`src/rtl/nanorv32_prefetch_q_if.sv`:
```
// nanorv32_prefetch_q_if: instruction-side AHB fetch bus and instruction output bundle
//
// Groups every non-clock/reset signal of nanorv32_prefetch_q.
//   Redirect     : flush, flush_addr
//   Instruction  : inst_valid, inst_ready, inst, inst_is_32, inst_pc, inst_err
//   AHB master   : haddri, htransi, hreadyi, hrdatai, hrespi,
//                  hsizei, hbursti, hproti, hwritei, hwdatai, hmasteri, hmasterlocki
// The master modport is the prefetch queue. The slave modport is its
// environment: the core front end plus the AHB instruction bus.
interface nanorv32_prefetch_q_if;
    logic        flush;
    logic [31:0] flush_addr;
    logic        inst_ready;
    logic        inst_valid;
    logic [31:0] inst;
    logic        inst_is_32;
    logic [31:0] inst_pc;
    logic        inst_err;
    logic [31:0] haddri;
    logic        htransi;
    logic        hreadyi;
    logic [31:0] hrdatai;
    logic        hrespi;
    logic [2:0]  hsizei;
    logic [2:0]  hbursti;
    logic [3:0]  hproti;
    logic        hwritei;
    logic [31:0] hwdatai;
    logic        hmasteri;
    logic        hmasterlocki;

    modport master (
        input  flush, flush_addr, inst_ready, hreadyi, hrdatai, hrespi,
        output inst_valid, inst, inst_is_32, inst_pc, inst_err,
               haddri, htransi, hsizei, hbursti, hproti, hwritei, hwdatai,
               hmasteri, hmasterlocki
    );

    modport slave (
        output flush, flush_addr, inst_ready, hreadyi, hrdatai, hrespi,
        input  inst_valid, inst, inst_is_32, inst_pc, inst_err,
               haddri, htransi, hsizei, hbursti, hproti, hwritei, hwdatai,
               hmasteri, hmasterlocki
    );
endinterface

```
`src/rtl/nanorv32_prefetch_q.sv`:
```
// nanorv32_prefetch_q: AHB instruction prefetch queue of 16-bit halfwords feeding RV32C decode
//
// Ports:
//   clk    - clock, all state updates on the rising edge
//   rst_n  - asynchronous active-low reset
//   bus    - nanorv32_prefetch_q_if.master: redirect (flush/flush_addr),
//            instruction output (inst_*), AHB fetch master (h*i)
// Parameters:
//   DEPTH      - queue capacity in halfwords (power of 2, >= 4)
//   RESET_ADDR - first fetch address after reset
// Build option:
//   NANORV32_PREFETCH_ERR_EN - when defined, every entry carries an AHB error
//   bit, inst_err reports it and fetching halts on an errored head until flush.
//   When undefined, hrespi is ignored and inst_err is tied low.
module nanorv32_prefetch_q #(
    parameter int          DEPTH      = 8,
    parameter logic [31:0] RESET_ADDR = 32'h0
) (
    input logic                   clk,
    input logic                   rst_n,
    nanorv32_prefetch_q_if.master bus
);
    localparam int AW = $clog2(DEPTH);

    logic [15:0]   r_mem [DEPTH];
    logic [AW-1:0] r_rd_ptr;
    logic [AW-1:0] r_wr_ptr;
    logic [AW:0]   r_count;
    logic [31:0]   r_pc;
    logic [31:0]   r_fetch_addr;
    logic          r_dp;
    logic          r_drop;
    logic          r_dp_half;
    logic          r_next_half;
    logic          r_hold;

    logic [AW-1:0] w_rd_nxt;
    logic [AW-1:0] w_wr_nxt;
    logic [15:0]   w_head;
    logic [15:0]   w_tail;
    logic          w_is_32;
    logic          w_valid;
    logic          w_pop;
    logic          w_space;
    logic          w_stop;
    logic          w_req;
    logic          w_accept;
    logic          w_wr;
    logic [AW:0]   w_push_n;
    logic [AW:0]   w_pop_n;
    logic [31:0]   w_haddr;
    logic          w_unused;

    assign w_rd_nxt = r_rd_ptr + AW'(1);
    assign w_wr_nxt = r_wr_ptr + AW'(1);
    assign w_head   = r_mem[r_rd_ptr];
    assign w_tail   = r_mem[w_rd_nxt];
    assign w_is_32  = w_head[1:0] == 2'b11;

    // Nothing is presented during a redirect; the head may be stale.
    assign w_valid = ~bus.flush & ((r_count >= (AW+1)'(2)) | ((r_count == (AW+1)'(1)) & ~w_is_32));
    assign w_pop   = w_valid & bus.inst_ready;
    assign w_pop_n = ~w_pop ? '0 : w_is_32 ? (AW+1)'(2) : (AW+1)'(1);

    // Reserve two entries for the data phase already in flight so a new
    // request can never overflow the queue.
    assign w_space = ({1'b0, r_count} + {{AW{1'b0}}, r_dp, 1'b0}) <= (AW+2)'(DEPTH - 2);

    // A redirect always requests; an unaccepted request is held stable as
    // AHB requires; otherwise fetch when there is room and no error stall.
    assign w_req    = bus.flush | r_hold | (w_space & ~w_stop);
    assign w_haddr  = bus.flush ? {bus.flush_addr[31:2], 2'b00} : r_fetch_addr;
    assign w_accept = w_req & bus.hreadyi;

    // Data completing in a flush cycle, or belonging to a pre-flush fetch,
    // is discarded.
    assign w_wr     = r_dp & bus.hreadyi & ~r_drop & ~bus.flush;
    assign w_push_n = ~w_wr ? '0 : r_dp_half ? (AW+1)'(1) : (AW+1)'(2);

    assign bus.inst_valid   = w_valid;
    assign bus.inst         = {w_tail, w_head};
    assign bus.inst_is_32   = w_is_32;
    assign bus.inst_pc      = r_pc;
    assign bus.haddri       = w_haddr;
    assign bus.htransi      = w_req;
    assign bus.hsizei       = 3'b010;
    assign bus.hbursti      = 3'b000;
    assign bus.hproti       = 4'b0001;
    assign bus.hwritei      = 1'b0;
    assign bus.hwdatai      = 32'h0;
    assign bus.hmasteri     = 1'b0;
    assign bus.hmasterlocki = 1'b0;

    always_ff @(posedge clk or negedge rst_n) begin
        if (!rst_n) begin
            r_rd_ptr     <= '0;
            r_wr_ptr     <= '0;
            r_count      <= '0;
            r_pc         <= RESET_ADDR;
            r_fetch_addr <= {RESET_ADDR[31:2], 2'b00};
            r_dp         <= 1'b0;
            r_drop       <= 1'b0;
            r_dp_half    <= 1'b0;
            r_next_half  <= RESET_ADDR[1];
            r_hold       <= 1'b0;
        end else begin
            r_hold <= w_req & ~bus.hreadyi;
            if (w_accept)
                r_fetch_addr <= w_haddr + 32'd4;
            else if (bus.flush)
                r_fetch_addr <= w_haddr;
            // The bus moves only on hreadyi; a flush while stalled marks the
            // in-flight data phase as stale.
            if (bus.hreadyi) begin
                r_dp   <= w_accept;
                r_drop <= 1'b0;
                if (w_accept)
                    r_dp_half <= bus.flush ? bus.flush_addr[1] : r_next_half;
            end else if (bus.flush) begin
                r_drop <= 1'b1;
            end
            // Remembers a misaligned target until its address phase is taken.
            r_next_half <= w_accept ? 1'b0 : bus.flush ? bus.flush_addr[1] : r_next_half;
            if (bus.flush) begin
                r_count  <= '0;
                r_rd_ptr <= '0;
                r_wr_ptr <= '0;
                r_pc     <= {bus.flush_addr[31:1], 1'b0};
            end else begin
                r_count  <= r_count + w_push_n - w_pop_n;
                r_rd_ptr <= r_rd_ptr + w_pop_n[AW-1:0];
                r_wr_ptr <= r_wr_ptr + w_push_n[AW-1:0];
                if (w_pop)
                    r_pc <= r_pc + (w_is_32 ? 32'd4 : 32'd2);
            end
        end
    end

    // A misaligned first word contributes only its upper halfword.
    always_ff @(posedge clk or negedge rst_n) begin
        if (!rst_n) begin
            for (int i = 0; i < DEPTH; i++)
                r_mem[i] <= 16'h0;
        end else if (w_wr) begin
            if (r_dp_half) begin
                r_mem[r_wr_ptr] <= bus.hrdatai[31:16];
            end else begin
                r_mem[r_wr_ptr] <= bus.hrdatai[15:0];
                r_mem[w_wr_nxt] <= bus.hrdatai[31:16];
            end
        end
    end

`ifdef NANORV32_PREFETCH_ERR_EN
    logic [DEPTH-1:0] r_err;
    logic             r_err_stop;
    logic             w_head_err;

    assign w_head_err   = (r_count != '0) & r_err[r_rd_ptr];
    assign w_stop       = r_err_stop | w_head_err;
    assign bus.inst_err = r_err[r_rd_ptr] | (w_is_32 & r_err[w_rd_nxt]);
    assign w_unused     = bus.flush_addr[0];

    // Once an errored entry reaches the head, fetching stays off until the
    // core redirects.
    always_ff @(posedge clk or negedge rst_n) begin
        if (!rst_n) begin
            r_err      <= '0;
            r_err_stop <= 1'b0;
        end else begin
            r_err_stop <= ~bus.flush & (r_err_stop | w_head_err);
            if (w_wr) begin
                r_err[r_wr_ptr] <= bus.hrespi;
                if (!r_dp_half)
                    r_err[w_wr_nxt] <= bus.hrespi;
            end
        end
    end
`else
    assign w_stop       = 1'b0;
    assign bus.inst_err = 1'b0;
    assign w_unused     = bus.flush_addr[0] ^ bus.hrespi;
`endif
endmodule

```
`src/flat_wrapper.sv`:
```
// flat-port wrapper written by rule: the top's interface ports become plain ports
module nanorv32_prefetch_q_flat 
#(
    parameter int          DEPTH      = 8,
    parameter logic [31:0] RESET_ADDR = 32'h0
)
  (clk, rst_n, bus_flush, bus_flush_addr, bus_inst_ready, bus_hreadyi, bus_hrdatai, bus_hrespi, bus_inst_valid, bus_inst, bus_inst_is_32, bus_inst_pc, bus_inst_err, bus_haddri, bus_htransi, bus_hsizei, bus_hbursti, bus_hproti, bus_hwritei, bus_hwdatai, bus_hmasteri, bus_hmasterlocki);
  nanorv32_prefetch_q_if bus_i ();
  input logic clk;
  input logic rst_n;
  input wire logic [$bits(bus_i.flush)-1:0] bus_flush;
  input wire logic [$bits(bus_i.flush_addr)-1:0] bus_flush_addr;
  input wire logic [$bits(bus_i.inst_ready)-1:0] bus_inst_ready;
  input wire logic [$bits(bus_i.hreadyi)-1:0] bus_hreadyi;
  input wire logic [$bits(bus_i.hrdatai)-1:0] bus_hrdatai;
  input wire logic [$bits(bus_i.hrespi)-1:0] bus_hrespi;
  output wire logic [$bits(bus_i.inst_valid)-1:0] bus_inst_valid;
  output wire logic [$bits(bus_i.inst)-1:0] bus_inst;
  output wire logic [$bits(bus_i.inst_is_32)-1:0] bus_inst_is_32;
  output wire logic [$bits(bus_i.inst_pc)-1:0] bus_inst_pc;
  output wire logic [$bits(bus_i.inst_err)-1:0] bus_inst_err;
  output wire logic [$bits(bus_i.haddri)-1:0] bus_haddri;
  output wire logic [$bits(bus_i.htransi)-1:0] bus_htransi;
  output wire logic [$bits(bus_i.hsizei)-1:0] bus_hsizei;
  output wire logic [$bits(bus_i.hbursti)-1:0] bus_hbursti;
  output wire logic [$bits(bus_i.hproti)-1:0] bus_hproti;
  output wire logic [$bits(bus_i.hwritei)-1:0] bus_hwritei;
  output wire logic [$bits(bus_i.hwdatai)-1:0] bus_hwdatai;
  output wire logic [$bits(bus_i.hmasteri)-1:0] bus_hmasteri;
  output wire logic [$bits(bus_i.hmasterlocki)-1:0] bus_hmasterlocki;
  assign bus_i.flush = bus_flush;
  assign bus_i.flush_addr = bus_flush_addr;
  assign bus_i.inst_ready = bus_inst_ready;
  assign bus_i.hreadyi = bus_hreadyi;
  assign bus_i.hrdatai = bus_hrdatai;
  assign bus_i.hrespi = bus_hrespi;
  assign bus_inst_valid = bus_i.inst_valid;
  assign bus_inst = bus_i.inst;
  assign bus_inst_is_32 = bus_i.inst_is_32;
  assign bus_inst_pc = bus_i.inst_pc;
  assign bus_inst_err = bus_i.inst_err;
  assign bus_haddri = bus_i.haddri;
  assign bus_htransi = bus_i.htransi;
  assign bus_hsizei = bus_i.hsizei;
  assign bus_hbursti = bus_i.hbursti;
  assign bus_hproti = bus_i.hproti;
  assign bus_hwritei = bus_i.hwritei;
  assign bus_hwdatai = bus_i.hwdatai;
  assign bus_hmasteri = bus_i.hmasteri;
  assign bus_hmasterlocki = bus_i.hmasterlocki;
  nanorv32_prefetch_q #(.DEPTH(DEPTH), .RESET_ADDR(RESET_ADDR)) u_core (.clk(clk), .rst_n(rst_n), .bus(bus_i));
endmodule
```
`config.mk`:
```
export PLATFORM = sky130hd
export DESIGN_NAME = nanorv32_prefetch_q_flat
export DESIGN_NICKNAME = d
export VERILOG_FILES = /design/src/rtl/nanorv32_prefetch_q_if.sv /design/src/rtl/nanorv32_prefetch_q.sv /design/src/flat_wrapper.sv
export SDC_FILE = /design/constraint.sdc
export NUM_CORES = 1
export LEC_CHECK = 0
export ABC_AREA = 1
export BUFFER_PORTS_ARGS = -buffer_cell sky130_fd_sc_hd__buf_4
export CAP_MARGIN = 20
export CORE_ASPECT_RATIO = 1.75
export CORE_MARGIN = 2
export CORE_UTILIZATION = 36
export CTS_CLUSTER_DIAMETER = 150
export CTS_CLUSTER_SIZE = 12
export DETAILED_ROUTE_END_ITERATION = 8
export PLACE_DENSITY = 0.65
export SYNTH_ARGS = -nofsm -noshare
export SYNTH_HDL_FRONTEND = slang
export SYNTH_SLANG_ARGS = --single-unit
```
`constraint.sdc`:
```
create_clock -name clk -period 3.28 [get_ports clk]
set_clock_uncertainty 0.15 [all_clocks]
set_input_delay 0.164 -clock clk [delete_from_list [all_inputs] [get_ports clk]]
set_output_delay 0.164 -clock clk [all_outputs]
set_load 0.02 [all_outputs]
```
Yosys cells after proc, flatten, opt, wreduce, memory -nomap -nowiden
Index checks and enable logic that the tools add are counted.
{"block": "word_totals", "register_bits": 207, "latch_bits": 0, "ram_bits": 0, "romBits": 0, "input_bits": 70, "output_inout_bits": 145, "wordCells": 93, "memories": 0}
{"block": "op_classes", "addsub": 9, "multipliers": 0, "div": 0, "magnitude_cmp": 8, "eq_ne": 2, "shifts": 0, "n_mux": 31, "n_bitwise": 19, "n_reduce_logical": 6}
{"op": "bitwise mux 128 bit", "count": 3}
{"op": "two-way mux 32 bit", "count": 5}
{"op": "two-way mux 128 bit", "count": 1}
{"op": "binary-select mux 16 bit (select 3 bit)", "count": 2}
{"op": "demux 16 bit (select 3 bit)", "count": 2}
{"op": "two-way mux 16 bit", "count": 6}
{"op": "adder 32 x 3 -> 32 bit, second input constant", "count": 1}
{"op": "adder 32 bit", "count": 1}
{"op": "greater-or-equal comparator 4 bit, second input constant", "count": 4}
{"op": "NOT 3 -> 4 bit", "count": 4}
{"op": "two-way mux 4 bit", "count": 3}
{"op": "two-way mux 3 bit", "count": 3}
{"op": "bitwise AND 1 bit", "count": 8}
{"op": "less-than comparator 4 x 1 -> 1 bit, second input constant", "count": 2}
{"op": "adder 3 x 1 -> 3 bit, second input constant", "count": 2}
{"op": "adder 3 bit", "count": 2}
{"op": "nonzero test 2 bit", "count": 3}
{"op": "adder 4 x 2 -> 5 bit", "count": 1}
{"op": "less-or-equal comparator 5 x 3 -> 1 bit, second input constant", "count": 1}
{"op": "adder 4 bit", "count": 1}
{"op": "equality test 4 x 1 -> 1 bit, second input constant", "count": 1}
{"op": "greater-or-equal comparator 4 x 2 -> 1 bit, second input constant", "count": 1}
{"op": "two-way mux 1 bit", "count": 4}
{"op": "two-way mux 2 bit", "count": 2}
{"op": "other kinds (6)", "count": 12}

Longest topological paths before layout
Gate-level depths: netlist of run 1.
{"block": "logic_depth", "ltp_word": 13, "depth_mapped": 23, "ltp_nobuf": 21}

Worst setup path before layout of run 1
OpenSTA, ideal clock, no wires.
{"block": "synth_timing", "path_kind": "reg2reg", "startpoint": "reg u_core.r_rd_ptr[0]", "endpoint": "reg u_core.r_count[3]", "arrival_time_ns": 3.257, "t_required_ns": 3.052, "path_slack_ns": -0.204, "stages_incl_launch_ff": 21, "path_buffers": 2, "synth_period_minus_slack_ns": 3.484, "path_cell_list": "dfrtp_1 -> buf_6 -> inv_4 -> buf_6 -> nand2_1 -> nand3_1 -> nand2_1 -> nand2_1 -> nand2_1 -> nand2_2 -> nand2_1 -> a21oi_1 -> nand3_1 -> inv_1 -> fa_1 -> inv_1 -> ha_1 -> a21o_1 -> a21oi_1 -> o21ai_0 -> a21oi_1"}
{"block": "synth_between", "elab_chain_cells": 13, "elab_cells_between_ends": 14, "classes_between": "add/sub (1); eq/ne (1); mux (6); bitwise (6)"}
{"item": "from (decl)", "line": "nanorv32_prefetch_q.sv:26", "text": "logic [AW-1:0] r_rd_ptr;"}
{"item": "from (signal assigned)", "line": "nanorv32_prefetch_q.sv:131", "text": "r_rd_ptr <= r_rd_ptr + w_pop_n[AW-1:0];"}
{"item": "NOT 3 -> 4 bit (implied by the code)", "line": "nanorv32_prefetch_q.sv:56", "text": "assign w_head = r_mem[r_rd_ptr];"}
{"item": "binary-select mux 16 bit (select 3 bit)", "line": "nanorv32_prefetch_q.sv:56"}
{"item": "two-way mux 16 bit (implied by the code) (2 in series)", "line": "nanorv32_prefetch_q.sv:56"}
{"item": "net bus_inst[1]", "line": "flat_wrapper.sv:18", "text": "output wire logic [$bits(bus_i.inst)-1:0] bus_inst;"}
{"item": "equality test 2 bit", "line": "nanorv32_prefetch_q.sv:58", "text": "assign w_is_32 = w_head[1:0] == 2'b11;"}
{"item": "NOT 1 bit", "line": "nanorv32_prefetch_q.sv:61", "text": "assign w_valid = ~bus.flush & ((r_count >= (AW+1)'(2)) | ((r_count == (AW+1)'(1)) & ~w_is_32));"}
{"item": "bitwise AND 1 bit", "line": "nanorv32_prefetch_q.sv:61"}
{"item": "bitwise OR 1 bit", "line": "nanorv32_prefetch_q.sv:61"}
{"item": "bitwise AND 1 bit", "line": "nanorv32_prefetch_q.sv:61"}
{"item": "net bus_inst_valid", "line": "flat_wrapper.sv:17", "text": "output wire logic [$bits(bus_i.inst_valid)-1:0] bus_inst_valid;"}
{"item": "bitwise AND 1 bit", "line": "nanorv32_prefetch_q.sv:62", "text": "assign w_pop = w_valid & bus.inst_ready;"}
{"item": "two-way mux 4 bit", "line": "nanorv32_prefetch_q.sv:63", "text": "assign w_pop_n = ~w_pop ? '0 : w_is_32 ? (AW+1)'(2) : (AW+1)'(1);"}
{"item": "subtractor 4 bit", "line": "nanorv32_prefetch_q.sv:130", "text": "r_count <= r_count + w_push_n - w_pop_n;"}
{"item": "two-way mux 4 bit", "line": "nanorv32_prefetch_q.sv:124", "text": "if (bus.flush) begin"}
{"item": "to (signal assigned)", "line": "nanorv32_prefetch_q.sv:130"}
{"item": "to (decl)", "line": "nanorv32_prefetch_q.sv:28", "text": "logic [AW:0] r_count;"}
The timed path passes the listed nets, and every way through them passes these cells. The select of a mux whose other input is x is not followed.
A chain may end at the register's enable or synchronous reset.

Worst setup path in the final report of run 1
{"block": "layout_timing", "startpoint": "reg u_core.r_rd_ptr[0]", "endpoint": "out bus_inst[29]"}
{"block": "layout_between", "elab_chain_cells": 5}
{"item": "adder 3 x 1 -> 3 bit", "line": "nanorv32_prefetch_q.sv:54", "text": "assign w_rd_nxt = r_rd_ptr + AW'(1);"}
{"item": "NOT 3 -> 4 bit (implied by the code)", "line": "nanorv32_prefetch_q.sv:57", "text": "assign w_tail = r_mem[w_rd_nxt];"}
{"item": "binary-select mux 16 bit (select 3 bit)", "line": "nanorv32_prefetch_q.sv:57"}
{"item": "two-way mux 16 bit (implied by the code) (2 in series)", "line": "nanorv32_prefetch_q.sv:57"}
{"item": "to (decl)", "line": "flat_wrapper.sv:18"}
No other way between the ends. The select of a mux whose other input is x is not followed.

==> flow_results.org, run 1 <==
** Power and ir drop
- In this run switching power makes up a little under half of total power.
- After layout, the design draws a total of approximately 0.011 W.
- Ratio of total power to cell area :: between 600 and 700 nW/um^2
- Of the total power, registers draw about a third.
- VDD sags by at most about 0.31 mV.
- Part of the total power dissipated in the clock network :: a little under a fifth
- The analysis attributes to cell leakage a power of 7.77 nW.
- Pint :: around 0.0063 W
- Combinational cells account for 49.5% of the total power.
- For this design the total switching power over the nets is around 0.0052 W.

** Layout
- # diodes :: 0
- At the end of the flow, the number of nets in the layout was about 2300.
- Share of post-route cells with drive strength above 1 :: 15.9%
- Final non-filler cell area :: 16900 um^2
- Layout Area Growth over Synthesis :: 17.6%

** Drt
- Routed via count :: around 15000
- Initial DRC count :: between 1000 and 1500
- Post-detailed-routing wire length :: approximately 54 mm
- After detailed routing, the average wire length per cell comes to 20.1 um.
- Vias per Instance :: roughly 5.6
- For this run, design rule violations remaining after detail routing come to 0.
- Drt pass-1 iters :: 8
- In this run the remaining antenna-violating nets after routing total 0.

** Synthesis
- For this run, the register share of the synthesized area comes to between 30 and 40%.
- Averaged over all synthesized cells, the footprint is a little over 7 um^2.
- Proportion of netlist area held by the largest area contributor :: roughly 36%
- Synthesis handed over a netlist of 2028 instances.
- Count of cell types in the netlist :: 50
- Synth Register Bits :: about 210
- Cell type contributing the most total cell area after synthesis :: sky130_fd_sc_hd__dfrtp_1
- Count of synthesis-stage warnings from yosys :: 0
- The synthesized netlist occupies a cell area of between 10000 and 15000 um^2.
- After synthesis, the cell types taking the most area are sky130_fd_sc_hd__dfrtp_1, sky130_fd_sc_hd__nand2_1, sky130_fd_sc_hd__o21ai_0.

** STA
- Maximum frequency from static timing analysis :: roughly 320 MHz
- Dividing the final minimum period by the clock period gives 96.2%.
- The final count of pins violating max slew is 0.
- Rel. slew slack :: between 30% and 40%
- The worst path meets setup with between 100 and 150 ps of slack.
- After routing, the total negative slack on setup checks comes to 0 ps.
- Final setup violation count :: 0
- Hold is met by approximately 16 ps.
- Final Hold Vio Count :: 0
- Min cycle time layout :: 3150 ps
- At the pin with the least slew margin, the transition time is between 900 and 1000 ps.

** Global route
- Summed over all layers, the global routing overflow is 0.
- Number of global-route vias before repair :: between 10000 and 15000
- Overall Global Routing Usage :: between 20% and 30%
- The first global-routing pass estimated roughly 82 mm of wire.
- Maximum number of pins on one net before global-route repair :: ~160
- The initial antenna violation count is 0.

** Setup path
- Count of cells along the worst register-to-register path :: 18
- In this run the critical register-to-register path is captured at u_core.r_count[3].
- STA classifies the critical path startpoint as a register.
- Kind of end point of the critical path :: output port
- The worst register-to-register path begins at u_core.r_rd_ptr[0].
- Reg-to-reg slack, setup :: about 200 ps
- Critical path data arrival time :: around 2800 ps
- CP Max Fanout :: 9
- At the worst endpoint, the required time is about 3000 ps.
- The critical path in this run is classified as reg2out.

** Floorplan
- The floorplan step set the die width to roughly 160 um.
- After floorplanning, the core was divided into 96 placement rows.
- Area of the core :: 39300 um^2
- Pin placement for this block handled 215 I/O pins.
- Die footprint :: 41600 um^2
- Initial Utilization :: 36.6%
- The floorplan step set the die height to 268 um.

** Hold path
- Worst hold stages :: 5
- The worst hold path belongs to the class in2reg.
- Hold path startpoint :: bus_flush_addr[20]
- Hold EP :: u_core.bus.inst_pc[20]

** Clock tree
- Total CTS buffers :: 21
- TritonCTS built the clock tree.
- Number of levels the H-tree was split into :: 1
- Worst-case clock buffer depth :: 3
- For the worst-skew pair, the clock arrives at the later sink with an insertion delay of ~510 ps.
- Total number of clock tree sinks :: 206
- Clock-pin slew was measured on the worst setup and hold paths at approximately 70 ps.
- Clock root buffer :: sky130_fd_sc_hd__clkbuf_16

** Place
- Global placement routability congestion :: approximately 0.9
- OpenSTA, run right after detailed placement, puts the worst setup slack at approximately 9 ps.
- Detailed placement ended at an HPWL of roughly 38 mm.
- Post-place instance area :: between 15000 and 20000 um^2
- The count of buffers added on input and output ports is about 170.

** Status
- Status :: finished clean

** Job
- Count of maximum capacitance violations :: 0
[per-layer routing]
| layer | track usage (%) | share of wire [%] | vias up |
|---|---|---|---|
| li1 | - | - | 6946 |
| met1 | 27.7 | 34 | 6944 |
| met2 | 45.6 | 51 | 769 |
| met3 | 2.74 | 7.4 | 220 |
| met4 | 18.1 | 7.6 | 0 |
| met5 | 0 | 0 | - |
[critical path: stages (launching register included)]
cell and delay (ps):
sky130_fd_sc_hd__dfrtp_4 520, sky130_fd_sc_hd__buf_4 170, sky130_fd_sc_hd__buf_4 140, sky130_fd_sc_hd__ha_1 370, sky130_fd_sc_hd__inv_2 130, sky130_fd_sc_hd__buf_4 220, sky130_fd_sc_hd__a21oi_1 130, sky130_fd_sc_hd__o21ai_0 120
sky130_fd_sc_hd__a32oi_1 320, sky130_fd_sc_hd__buf_4 200
[area by class of cell]
| cell class | count | area [um^2] |
|---|---|---|
| tap | 490 | 613 |
| clock buffer | 22 | 529 |
| inverter | 209 | 795 |
| timing repair buffer | 255 | 2090 |
| fill | 4047 | 22400 |
| sequential | 206 | 5160 |
| multi-input combinational | 1496 | 7720 |
| clock inverter | 1 | 11.3 |
[cell usage after synthesis (all sizes together)]
cell,n
o211ai,3
and2,1
o21ai,268
dfrtp,206
o22ai,120
buf,108
clkinv,16
a31oi,21
xnor2,15
nand2,588
nand3b,7
conb,2
nor3,17
xor2,24
a21oi,117
mux2,17
nand4,11
clkbuf,54
nor2,114
a21boi,4
a32oi,12
nor3b,2
a221oi,17
or2,4
inv,193
nand3,66
ha,15
fa,5
a21o,1
[worst max-delay path by stage]
stage | startpoint | to | cells past startpoint
finish | u_core.r_rd_ptr[0] | bus_inst[29] | 9
global route | u_core.r_rd_ptr[0] | u_core.r_count[3] | 18
CTS | u_core.r_rd_ptr[0] | u_core.r_count[3] | 18
detailed placement | u_core.r_rd_ptr[0] | u_core.r_count[3] | 18
global placement | u_core.r_rd_ptr[0] | u_core.bus.inst_pc[30] | 20
floorplan | u_core.r_rd_ptr[0] | u_core.r_count[3] | 20
[placed cells by master, fill, tap and decap left out, types with 21 or more instances in the layout]
| cell type | synthesis | routed |
|---|---|---|
| sky130_fd_sc_hd__nand2_1 | 557 | 554 |
| sky130_fd_sc_hd__o21ai_0 | 233 | 233 |
| sky130_fd_sc_hd__buf_4 | 56 | 212 |
| sky130_fd_sc_hd__dfrtp_1 | 206 | 205 |
| sky130_fd_sc_hd__inv_1 | 185 | 183 |
| sky130_fd_sc_hd__o22ai_1 | 120 | 120 |
| sky130_fd_sc_hd__a21oi_1 | 109 | 106 |
| sky130_fd_sc_hd__nor2_1 | 95 | 93 |
| sky130_fd_sc_hd__nand3_1 | 63 | 62 |
| sky130_fd_sc_hd__conb_1 | 2 | 47 |
| sky130_fd_sc_hd__dlygate4sd3_1 | 0 | 36 |
| sky130_fd_sc_hd__o21ai_1 | 34 | 34 |
| sky130_fd_sc_hd__nand2_2 | 29 | 30 |
| sky130_fd_sc_hd__xor2_1 | 24 | 23 |
| sky130_fd_sc_hd__a31oi_1 | 21 | 21 |
| sky130_fd_sc_hd__clkbuf_16 | 0 | 21 |
[flip-flops by register name, summed over array words and instances (netlist names)]
register	flops
u_core.r_mem	128
u_core.r_fetch_addr	32
u_core.bus.inst_pc	31
u_core.r_count	4
u_core.r_rd_ptr	3
u_core.r_wr_ptr	3
u_core.r_dp	1
u_core.r_dp_half	1
u_core.r_drop	1
u_core.r_hold	1
u_core.r_next_half	1
[timing repair]
| item | in CTS | in global routing |
|---|---|---|
| setup endpoints to repair | 1 | 27 |
| gates resized for setup | 0 | 16 |
| hold buffers | 35 | 1 |
| setup buffers | 3 | 3 |
| pin swaps | 0 | 2 |
| endpoints found under the hold margin | 117 | 1 |
[metrics by stage]
stage,util (%),std cells
5_1_grt,43.1,2679
6_report,43.1,2679
4_1_cts,42.8,2675
2_1_floorplan,-,2073
3_3_place_gp,40.5,2614
3_5_place_dp,40.5,2614
[logic make-up (layout without fill, tap and decap cells)]
logic type	Yosys count	after routing	share of synthesized area, %
mux	17	17	1.33
buf+inv	371	487	12.2
fa+ha+maj	20	20	2.00
xor+xnor	39	39	2.38
other cells	2	47	0.0522
flops	206	206	35.9
simple gates	810	810	23.9
compound gates	563	563	22.3
[power by group through the flow]
stage	Combinational [W]	Sequential (W)	Clock, W
after global routing	0.00620	0.00366	0.00232
after global placement	0.00541	0.00361	0
after detailed placement	0.00549	0.00365	0
after floorplan	0.00343	0.00360	0
after CTS	0.00557	0.00360	0.00222
final	0.00568	0.00361	0.00218
No activity file was read; power rests on OpenSTA's default activity.
==> run 2, diff against run 1 <==
--- a/config.mk
+++ b/config.mk
@@ -15,6 +15,8 @@
 export CTS_CLUSTER_SIZE = 12
 export DETAILED_ROUTE_END_ITERATION = 8
 export PLACE_DENSITY = 0.65
+export RECOVER_POWER = 25
 export SYNTH_ARGS = -nofsm -noshare
 export SYNTH_HDL_FRONTEND = slang
 export SYNTH_SLANG_ARGS = --single-unit
+export TNS_END_PERCENT = 20
==> run 2 against run 1 <==
The run now ends with max-capacitance violations, max-slew violations left. Register-to-register slack about the same. First-iteration DRC count is 1.7% lower. Critical path depth did not move. Sequential cell count stayed put. Final area decreased by 0.14%. Clock power barely moved.
==> flow_results.org, run 2 (synthesis results as in run 1) <==
** Status
- The flow ran to the end, but the final reports show violations.
- The checks that failed: max-capacitance violations, max-slew violations.

** Drt
- Post-detailed-routing wire length :: approximately 54 mm
- For this block, the initial DRC count from the detailed router was approximately 1100.
- Vias per Instance :: approximately 5.6
- Count of unresolved DRC violations after routing :: 0
- Routed via count :: around 15000
- The pre-antenna-repair detailed-routing pass consisted of 9 iterations.
- Routed length per instance :: between 20 and 25 um
- Once detail routing completed, the nets flagged for antenna violations numbered 0.

** Setup path
- For the worst setup path, the data arrival time is between 2000 and 3000 ps.
- Critical-path cell with the highest stage delay :: sky130_fd_sc_hd__dfrtp_4
- Startpoint of the worst-slack reg-to-reg timing path :: u_core.r_rd_ptr[0]
- CP Cell Sequence :: buf_4 -> buf_4 -> ha_1 -> inv_2 -> buf_4 -> a21oi_1 -> o21ai_0 -> a32oi_1 -> buf_4
- STA classifies the critical path startpoint as a register.
- For the worst setup path, the data required time is between 2000 and 3000 ps.
- Setup Crit Path Kind :: reg2out
- Slowest Stage Delay on Critical Path :: roughly 520 ps
- Cell occurring most often along the worst timing path :: sky130_fd_sc_hd__buf_4
- Of all nets on the critical path, the largest fanout is 9.
- The worst setup path is captured at an output port.
- The critical path starts at u_core.r_rd_ptr[0].

** Layout
- Compared with the post-synthesis result, the final layout area differs by 17.5%.
- More flip-flops sit in one register than any other, and that register is u_core.r_mem.
- 0 antenna diodes ended up in the layout.
- The layout has ~4100 filler cells.
- Once layout is complete, the utilization of the core stands at around 43%.
- After the flow finishes, the layout carries non-filler instances totaling between 2000 and 3000.
- Leading cell type in the layout, fill and taps excluded :: sky130_fd_sc_hd__nand2_1
- In the layout the commonest cells are sky130_fd_sc_hd__nand2_1, sky130_fd_sc_hd__o21ai_0, sky130_fd_sc_hd__buf_4.
- Number of nets at the end of the flow :: between 2000 and 2500
- Of the cells placed in the final design, the portion with a size suffix greater than 1 is between 10% and 20%.
- Number of flip-flops under the largest register name :: between 100 and 150

** STA
- The number of hold violations in the final report is 0.
- Final count of pins violating max slew :: 68
- Dividing the final minimum period by the clock period gives approximately 97%.
- Setup repair after global routing could not meet its margin everywhere.
- Maximum frequency from static timing analysis :: approximately 310 MHz
- Setup TNS :: 0 ps
- Setup violations remaining at the end of the flow were counted as 0.
- Rel. slew slack :: -27.2%
- Tightest hold margin :: just under 5 ps
- For the pin with the worst max-slew slack, the measured transition is about 1900 ps.
- For the finished layout, the period the worst path requires is roughly 3200 ps.

** Place
- The congestion estimate from routability-driven global placement came to around 0.9.
- Detailed placement finished with a half-perimeter wire length of 37.7 mm.
- Counting tap cells, the placed design contains a total of between 2000 and 3000 instances.
- Count of port buffers added during placement :: 165

** Power and ir drop
- Overall Power :: ~0.011 W
- VDD IR-drop max :: between 0.3 and 0.4 mV
- The analysis attributes to cell leakage a power of just under 8 nW.
- Dividing total power by cell area gives a power density of between 600 and 700 nW/um^2.

** Floorplan
- Die footprint :: between 40000 and 50000 um^2
- Number of I/O pins :: 215
- Measured along the y axis, the die boundary spans between 200 and 300 um.
- In this run the standard cell core region covers between 30000 and 40000 um^2.
- For this configuration, the core starts out at a cell density of approximately 37%.
- The floorplan has 96 rows.
- From left edge to right edge, the die measures 155 um.

** Clock tree
- Total number of clock tree sinks :: 206
- The clock reaches the later pin of the worst-skew pair after between 500 and 600 ps.
- No sink is reached through more buffers than the 3 on the longest clock path.
- Buffers inserted during clock tree synthesis total 21.
- CTS built an H-tree with a depth of 1.
- Clock tree from TritonCTS :: yes
- Clock transition at the registers of the reported paths :: 70 ps
- Clock root buffer :: sky130_fd_sc_hd__clkbuf_16

** Job
- Count of maximum capacitance violations :: 1

** Global route
- Entering global routing, the biggest net connects 158 pins.
- The first global-routing pass estimated approximately 80 mm of wire.
- The number of global-route vias before repair was ~15000.
- Initial antenna violation count :: 0
- Overall overflow remaining after global route :: 0
- Overall Global Routing Usage :: 25.4%

** Hold path
- Worst min-delay path class :: in2reg
- Hold path startpoint :: bus_flush_addr[20]
==> run 2: cell count changes in the layout (fill, tap and decap cells not counted) <==
cell / delta
sky130_fd_sc_hd__clkbuf_4: +1
sky130_fd_sc_hd__buf_12: -1
sky130_fd_sc_hd__clkbuf_8: -1
sky130_fd_sc_hd__nand2_2: -1
sky130_fd_sc_hd__clkbuf_2: +1
sky130_fd_sc_hd__nand2_1: +1
==> run 2: routing by layer <==
metal	track usage (%)	part of all wire, %
met1	27.7	34
met2	45.6	51
met3	2.74	7.1
met4	18.1	7.7
met5	0	0
==> run 2: final cells by class <==
cell class | count | area (um^2) | area share (%)
Timing Repair Buffer | 255 | 2060 | 12.2
Multi-Input combinational cell | 1496 | 7720 | 45.7
Clock buffer | 22 | 529 | 3.13
Tap cell | 490 | 613 | 3.63
Inverter | 209 | 795 | 4.70
Sequential cell | 206 | 5160 | 30.5
Clock inverter | 1 | 11.3 | 0.0667
==> run 2: repair_timing <==
item                       in CTS  in global routing
pin swaps                       0                  1
hold buffers                   35                  1
hold endpoints to repair      117                  1
resized for setup               0                 15
setup endpoints to repair       1                 27
setup buffers                   3                  3
==> run 2: through the flow <==
step	cell area, um^2	worst slack (ps)
finish	16900	88.2
global route	16900	-43.4
CTS	16800	20.8
detailed placement	15900	8.85
global placement	15900	63.7
floorplan	14600	43.5
==> run 2: worst paths after layout <==
path	endpoint	slack, ps	cells after the start
hold / removal	u_core.bus.inst_pc[20]	5	5
min in group asynchronous	u_core.r_mem[17]	550	2
max in group asynchronous	u_core.r_mem[100]	530	3
setup reg to reg	u_core.r_count[3]	200	18
setup / recovery	bus_inst[29]	90	9
hold reg to reg	u_core.r_fetch_addr[0]	330	2
==> run 2: where the power goes <==
part           switching (W)  internal (W)  leakage, nW
Combinational        0.00365       0.00202         5.14
Sequential          0.000474       0.00313         2.36
Clock                0.00104       0.00114        0.266
Total                0.00517       0.00630         7.76
==> run 2: worst max-delay path, delay by kind of cell (launching register included) <==
| kind | cells | cell delay (ps) |
|---|---|---|
| buffers and inverters | 5 | 860 |
| AOI/OAI and AO/OA | 3 | 610 |
| DFF | 1 | 520 |
| adders and majority gates | 1 | 370 |
